`config.mk`:
```
export PLATFORM = sky130hd
export DESIGN_NAME = rails_stack
export DESIGN_NICKNAME = d
export VERILOG_FILES = /design/src/rtl/rails_pkg.sv /design/src/rtl/rails_stack.sv
export SDC_FILE = /design/constraint.sdc
export NUM_CORES = 1
export LEC_CHECK = 0
export BUFFER_PORTS_ARGS = -buffer_cell sky130_fd_sc_hd__buf_4
export CORE_AREA = 2 2 84 102
export DETAILED_ROUTE_END_ITERATION = 8
export DIE_AREA = 0 0 86 104
export HOLD_SLACK_MARGIN = 0.03
export PLACE_DENSITY_LB_ADDON = 0.2
export SYNTH_ARGS = -nofsm -noshare
export SYNTH_HDL_FRONTEND = slang
export SYNTH_SLANG_ARGS = --single-unit
```
`constraint.sdc`:
```
create_clock -name clk -period 2.6 [get_ports clk]
set_input_delay 0.52 -clock clk [delete_from_list [all_inputs] [get_ports clk]]
set_output_delay 0.52 -clock clk [all_outputs]
set_load 0.01 [all_outputs]
```
`src/rtl/rails_pkg.sv`:
```
// rails_pkg: shared state encoding, default sizes and width helper for the rails checker
package rails_pkg;
    typedef enum logic [1:0] {IDLE, LOAD, EVAL, DONE} state_t;
    localparam int MAX_N_DEF = 16;
    localparam int DEPTH_DEF = 16;
    function automatic int cnt_w(input int v);
        return $clog2(v + 1);
    endfunction
endpackage

```
`src/rtl/rails_stack.sv`:
```
// rails_stack: bounded LIFO siding holding coach numbers, with synchronous clear
module rails_stack
    import rails_pkg::*;
#(
    parameter int DEPTH = DEPTH_DEF,
    parameter int W = cnt_w(MAX_N_DEF),
    localparam int CW = cnt_w(DEPTH)
) (
    input  logic          clk,
    input  logic          reset,
    input  logic          clear,
    input  logic          push,
    input  logic          pop,
    input  logic [W-1:0]  din,
    output logic [W-1:0]  top,
    output logic [CW-1:0] count,
    output logic          full,
    output logic          empty
);
    logic [W-1:0] mem [0:DEPTH];
    assign empty = count == '0;
    assign full = count == CW'(DEPTH);
    assign top = mem[count - 1'b1];
    // occupancy counter; pop wins over push, clear wins over both
    always_ff @(posedge clk or posedge reset) begin
        if (reset) count <= '0;
        else if (clear) count <= '0;
        else if (pop && !empty) count <= count - 1'b1;
        else if (push && !full) count <= count + 1'b1;
    end
    // storage is written at the current count, so the new top sits at count-1
    always_ff @(posedge clk) begin
        if (push && !full && !clear && !(pop && !empty)) mem[count] <= din;
    end
endmodule

```
# Word-level counts from Yosys, hierarchy flattened
# Memories as Yosys holds them, arrays and structs flattened.
# Cells that the tools add are included.
op_classes:
  n_addsub: 2
  n_eq_ne: 1
  n_mux: 5
  reduce_logical: 10
ops:
  columns: ["cell", "n"]
  rows:
  - ["5-bit two-way mux", 3]
  - ["5-bit by 1-bit adder with 5-bit output (second input constant)", 1]
  - ["5-bit equality test (second input constant)", 1]
  - ["5-bit zero test", 1]
  - ["5-bit by 1-bit subtractor with 5-bit output (second input constant)", 1]
  - ["1-bit logical AND", 4]
  - ["1-bit zero test", 4]
  - ["3-bit nonzero test", 1]
  - ["1-bit two-way mux", 2]
word_totals:
  regBits: 5
  ramBits: 85
  inputBits: 10
  output_inout_bits: 12
  word_cells: 20
  memories: 1
mem_list:
  columns: ["name", "depth", "word_bits", "read_ports", "rd_clocked_by_memory_dff", "wr", "line", "source"]
  rows:
  - ["mem", 17, 5, 1, 0, 1, "rails_stack.sv:20", "logic [W-1:0] mem [0:DEPTH];"]

# Depth between registers and ports, before layout
# Gate-level depths: netlist of the first run.
logic_depth:
  ltp_word: 7
  ltp_mapped: 9
  depth_no_buf: 6

# Least setup slack after synthesis of the first run
# No wires, ideal clock.
synth_timing:
  path_type: "flip-flop to output port"
  startpoint: "register count[0]"
  endpoint: "output top[0]"
  arrival_time_ns: 2.483
  t_required_ns: 2.080
  slack_ns: -0.403
  path_stages_with_launch: 10
  path_buffers: 3
  cell_sequence: "dfrtp_1 clkbuf_1 inv_1 ha_1 buf_2 xnor2_1 clkbuf_1 nand2_1 a32o_1 o311ai_1"
synth_via:
  elab_chain_len: 2
synth_lines:
  columns: ["element", "line", "source"]
  rows:
  - ["from (decl)", "rails_stack.sv:16", "output logic [CW-1:0] count,"]
  - ["from (signal assigned)", "rails_stack.sv:28", "else if (pop && !empty) count <= count - 1'b1;"]
  - ["from (signal assigned)", "rails_stack.sv:29", "else if (push && !full) count <= count + 1'b1;"]
  - ["5-bit by 1-bit subtractor with 5-bit output", "rails_stack.sv:23", "assign top = mem[count - 1'b1];"]
  - ["memory read 17 x 5 bit", null, null]
  - ["to (decl)", "rails_stack.sv:15", "output logic [W-1:0] top,"]
# Every way passes these cells.

# Final worst setup path of the first run
layout_timing:
  startpoint: "register count[0]"
  endpoint: "output top[1]"
# Same word-level chain as after synthesis.

==> results.md, run 1 <==
* Critical R2R Launch: count[0]$_DFFE_PP0P_
* Drt first pass iters at 4
* Hold Violations, Final at 0
* Chip width at 86 um
* Pin count of the biggest net entering global routing at 23
* I/O pin total at 22
* Final Instance Area at 4805 um2
* Initial Utilization at 0.4909
* Row count at 36
* Power Density at 866.4 nW/um2
* Endpoints failing setup at 5
* RSZ-0062 raised after global routing: true
* Clock root buffer: clkbuf_8
* Number of synthesized register bits at 90
* Die height at 104 um
* GP Congestion at 0.8668
* Most frequent cell after synthesis: edfxtp_1
* Layout Skew at 0.006588 ns
* Fillcell total at 585
* Reg-to-reg slack, setup at 0.31 ns
* Setup ws final at -0.2105 ns
* Final nets at 320
* First-pass GRT wire length at 13160 um
* Sequential share of the synthesized area at 0.6841
* Cell variety after synth at 42
* Pins Over Slew Limit at 0
* Largest area contributor in the netlist: edfxtp_1
* Initial antenna violation count at 0
* Crit path max fanout at 7
* Post-synth top cells: edfxtp_1 (85), nand2_1 (29), and3_1 (16)
* Peak VDD IR at 0.3694 mV
* Core area at 7973 um2
* Total number of vias at 2366
* Diode count at 0
* Clock Sinks at 90
* Die ar. at 8944 um2
* Failing checks: setup timing
* Cells after Synth at 257
* Arr. time, crit path at 2.29 ns
* Critical Path RT at 2.08 ns
* CTS clk-pin slew, worst paths at 0.08 ns
* P&R area growth vs syn at 22.76%
* Bufs on Longest Clock Path at 2
* FMAX at 0.3558 GHz
* Post-route ant nets at 0
* Max_slew headroom at 0.6089
* FFs w/ async S/R, synth at 0.05556
* DR vias/cell at 5.828
* Post-synthesis cell area at 3914 um2
* Share of the clock period used by the worst path at 1.081
* Port buffer count at 21
* Total gr overflow at 0
* Area occupied by multi-input gates at 1378 um2
* Avg WL per Cell at 20.93 um
* LEAKAGE at 1.780 nW
* DP Wirelength at 5528 um
* Outcome: finished, violations left
* Worst setup EP type: primary output
* Hold/Removal Path Class: primary input to async pin
* R2R Path End: mem[1][3]$_DFFE_PP_
* GR Util All Layers at 0.2026
* Critical setup path kind: flip-flop to primary output
* Share of the synthesized area in the top cell type at 0.6522
* Drt first-iter violations at 173
* Worst slew pin tran at 0.5841 ns
* Tmin final at 2.810 ns
* Reg area at 2680 um2
* Startpoint Class: flip-flop
* Placed inst area at 4358 um2
* Yosys warning count at 0
* Post-synth top flop: edfxtp_1
* Worst R2R Path Depth at 8
* Htree depth at 3
* Setup TNS at -0.9653 ns
* Number of flops mapped to enable cells by yosys at 85
* CTS tree: built
* Vias in the first global route at 2447
* Final wirelength at 8497 um
* Layout cells sized above 1 at 0.3794
* Synth area leaders: edfxtp_1 (65%), mux4_2 (5.8%), dfrtp_1 (3.2%)
* CTS Buf Count at 9
* Synthesized area per cell at 15.23 um2
* Max Cap Viol at 0
* DRC Markers at 0
* Clk Latency, worst-skew pair at 0.36 ns
## registers in the layout, summed over array words and instances, names as in the netlist
register / cells
mem: 85
count: 5
## cells in the final DEF, fill, tap and decap left out, types with 3 or more instances in the layout
cell type / n
buf_12: 4
mux2i_1: 7
buf_6: 3
or2_2: 6
clkbuf_8: 9
buf_4: 41
dfrtp_1: 3
and3_1: 16
nand2_2: 6
nor2_1: 7
or3_1: 3
o221ai_2: 4
a21oi_1: 5
nor3_1: 3
a32o_1: 4
conb_1: 5
nand3_1: 3
o311ai_2: 3
edfxtp_1: 85
o21ai_0: 3
nand2_1: 23
a32o_2: 6
clkinv_2: 3
mux4_2: 10
ha_1: 3
inv_1: 4
## where the power goes
part	leakage [nW]	internal [mW]	switching, mW
logic	0.853	0.813	0.800
registers	0.834	1.63	0.0228
clock network	0.0939	0.432	0.468
total	1.78	2.87	1.29
## final cells by class
class	count	share of cell area
repair buffers	48	0.08776
flip-flops and latches	90	0.5578
clock inverters	7	0.01250
multi-input cells	151	0.2867
inverters	6	0.004687
clock buffers	9	0.02578
well taps	95	0.02474
## per-stage QoR
stage | utilization | power, mW | hold WS, ns | setup slack, ns | std cells
global route | 0.6026 | 4.347 | 0.05846 | -0.2771 | 406
global placement | 0.5466 | 2.913 | 0.4399 | -0.006570 | 380
detailed placement | 0.5466 | 2.931 | 0.4482 | -0.07924 | 380
CTS | 0.5940 | 4.105 | 0.05211 | -0.2495 | 406
floorplan | - | 2.522 | 0.2985 | 0.02217 | 261
finish | 0.6026 | 4.163 | 0.05367 | -0.2105 | 406
## critical path: stages (launching register included)
cell and delay [ns]:
dfrtp_2 0.42, inv_2 0.08, ha_4 0.20, xor2_4 0.28, buf_12 0.17, nand2_2 0.04
a32o_2 0.28, o311ai_4 0.27, buf_4 0.17
## cells by family after synthesis
kind of cell	share of synthesized area
AO/OA/AOI/OAI	0.08025
multiplexers	0.08600
flip-flops	0.6841
adder cells (fa/ha/maj)	0.01279
buffers and inverters	0.02270
XOR/XNOR	0.008634
AND/OR/NAND/NOR	0.1045
other	0.0009582
## repair_timing
action | in CTS | in global routing
pin swaps | 6 | 14
buffers inserted | 8 | 2
setup endpoints to repair | 6 | 5
gates resized for setup | 16 | 23
hold buffers | 0 | 0
cloned | 2 | 0
## how the worst max path moves through the flow
stage	start	endpoint	slack [ns]	cells past startpoint
final	count[0]$_DFFE_PP0P_	top[1]	-0.21	8
after CTS	count[0]$_DFFE_PP0P_	top[0]	-0.25	9
after detailed placement	count[0]$_DFFE_PP0P_	top[1]	-0.08	8
after global routing	count[0]$_DFFE_PP0P_	top[0]	-0.28	8
after floorplan	count[0]$_DFFE_PP0P_	top[1]	0.02	9
after global placement	count[0]$_DFFE_PP0P_	top[1]	-0.007	8
## per-layer routing
metal	track usage	share of wire	vias to the layer above
li1	-	-	1105
met1	0.2565	0.43	1199
met3	0.03175	0.026	14
met4	0.1088	0.026	0
met2	0.3311	0.52	48
met5	0	0	-
(Power assumes the default switching activity.)
==> inputs of run 2 (changes only) <==
PLACE_DENSITY = 0.65   (was unset)
PLACE_DENSITY_LB_ADDON = unset   (was 0.2)
==> results.md, run 2 (synthesized netlist as in run 1, its figures left out) <==
* Net Switching at 1.176 mW (-8.9%)
* Worst Setup SP: count[0]$_DFFE_PP0P_
* CTS clk-pin slew, worst paths at 0.08 ns (about the same)
* Fillcell total at 628 (+7.4%)
* Worst setup EP type: primary output
* Final Instance Area at 4619 um2 (-3.9%)
* Core area at 7973 um2 (unchanged)
* Clk Latency, worst-skew pair at 0.35 ns (about the same)
* Startpoint Class: flip-flop
* Power Density at 827.4 nW/um2 (-4.5%)
* DP Cell Count at 381 (+0.26%)
* Commonest cells after routing, fill and taps aside: edfxtp_1 (85), buf_4 (38), nand2_1 (29), and3_1 (16), mux4_2 (10)
* Clock Sinks at 90 (unchanged)
* Pins Over Slew Limit at 0 (unchanged)
* Initial Utilization at 0.4909 (unchanged)
* Port buffer count at 21 (unchanged)
* Hold Violations, Final at 0 (unchanged)
* GR Util All Layers at 0.2066 (+0.003941)
* Drt first-iter violations at 154 (-11%)
* Pin count of the biggest net entering global routing at 23 (unchanged)
* Sw frac at 0.3077 (-0.002450)
* DP Wirelength at 5783 um (+4.6%)
* Crit path max fanout at 13 (+6)
* LEAKAGE at 1.714 nW (-3.7%)
* Max Cap Viol at 0 (unchanged)
* Clock root buffer: clkbuf_8
* Vias in the first global route at 2344 (-4.2%)
* Logic gate share of total power at 0.361 (-0.027)
* Critical Path RT at 2.08 ns (about the same)
* Arr. time, crit path at 2.27 ns (-0.02 ns)
* Row count at 36 (unchanged)
* Setup ws final at -0.1858 ns (+0.02467 ns)
* RSZ-0062 raised after global routing: true
* Drt first pass iters at 4 (unchanged)
* Critical setup path kind: flip-flop to primary output
* Share of the clock period used by the worst path at 1.071 (-0.009489)
* Post-place setup slack at -0.05149 ns (+0.02775 ns)
* Post-route ant nets at 0 (unchanged)
* FMAX at 0.3590 GHz (+0.89%)
* Placed inst area at 4365 um2 (+0.17%)
* Final wirelength at 8398 um (-1.2%)
* Tmin final at 2.786 ns (-0.02467 ns)
* Failing checks: setup timing
* Htree depth at 3 (unchanged)
* Die ar. at 8944 um2 (unchanged)
* Peak VDD IR at 0.4211 mV (+14%)
* Total number of vias at 2306 (-2.5%)
* Chip width at 86 um (unchanged)
* Final nets at 313 (-2.2%)
* CTS tree: built
* Most flops, register: mem
* DRC Markers at 0 (unchanged)
* Endpoints failing setup at 5 (unchanged)
* Total gr overflow at 0 (unchanged)
* Commonest non-fill, non-tap cell in the layout: edfxtp_1
* Largest regs: mem: 85 flops, count: 5 flops
* Flop pwr share at 0.433 (+0.037)
* Layout cells sized above 1 at 0.3125 (-0.06692)
* Diode count at 0 (unchanged)
* Avg WL per Cell at 21.05 um (+0.57%)
* Initial antenna violation count at 0 (unchanged)
* Critical R2R Launch: count[0]$_DFFE_PP0P_
* GP Congestion at 0.8820 (+1.8%)
* Layout Skew at 0.004227 ns (-0.002361 ns)
* Max FFs per register at 85 (unchanged)
* CTS Buf Count at 9 (unchanged)
* Setup TNS at -0.7436 ns (+0.2217 ns)
* Fin cells at 399 (-1.7%)
* I/O pin total at 22 (unchanged)
* P&R area growth vs syn at 18.03%
* Final Power at 3.822 mW (-8.2%)
* Clock power share at 0.206 (-0.010)
* DR vias/cell at 5.779 (-0.83%)
* Bufs on Longest Clock Path at 2 (unchanged)
* Internal power at 2.646 mW (-7.9%)
* Outcome: finished, violations left
* Finished Core Util at 0.5794 (-0.02323)
* Hold/Removal Path Class: primary input to async pin
* First-pass GRT wire length at 13400 um (+1.8%)
* Fin Hold WS at 0.07454 ns (+0.02087 ns)
* Die height at 104 um (unchanged)
==> run 2: final timing paths <==
kind | end | slack, ns | cells past startpoint
worst min register to register | count[3]$_DFFE_PP0P_ | 0.71 | 2
max in group asynchronous | count[0]$_DFFE_PP0P_ | 2.31 | 2
min in group clk | count[2]$_DFFE_PP0P_ | 0.38 | 2
worst max register to register | mem[1][2]$_DFFE_PP_ | 0.37 | 8
worst min-delay path | count[3]$_DFFE_PP0P_ | 0.07 | 2
worst max-delay path | top[4] | -0.19 | 8
==> run 2: critical path, stage by stage, from the launching register on <==
cell      delay, ns
dfrtp_2        0.43
inv_2          0.08
ha_4           0.21
xor2_4         0.22
buf_12         0.18
nand2_1        0.06
a32o_2         0.27
o311ai_2       0.29
buf_4          0.17
==> run 2: layer usage <==
layer	GRT usage	share of wire
met1	0.2702	0.43
met2	0.3372	0.50
met3	0.04603	0.043
met4	0.07483	0.024
met5	0	0
==> run 2: what timing repair did <==
item	CTS	global route
buffers inserted	2	0
hold buffers	0	0
pin swaps	1	2
gates resized for setup	12	10
endpoints found under the setup margin	6	5
gates cloned	1	0
==> run 2: final cells by class <==
class	count	area, um2	share of cell area
flip-flops and latches	90	2680	0.5802
clock buffers	11	131.4	0.02844
well taps	95	118.9	0.02573
clock inverters	5	21.27	0.004605
multi-input cells	151	1305	0.2825
repair buffers	41	340.3	0.07367
inverters	6	22.52	0.004875
==> run 2: power by group through the flow <==
stage | clock network [mW] | registers [mW] | logic (mW)
2_1_floorplan | 0 | 1.69 | 0.832
3_3_place_gp | 0 | 1.68 | 1.23
3_5_place_dp | 0 | 1.68 | 1.25
4_1_cts | 0.797 | 1.65 | 1.38
5_1_grt | 0.859 | 1.66 | 1.50
6_report | 0.786 | 1.66 | 1.38
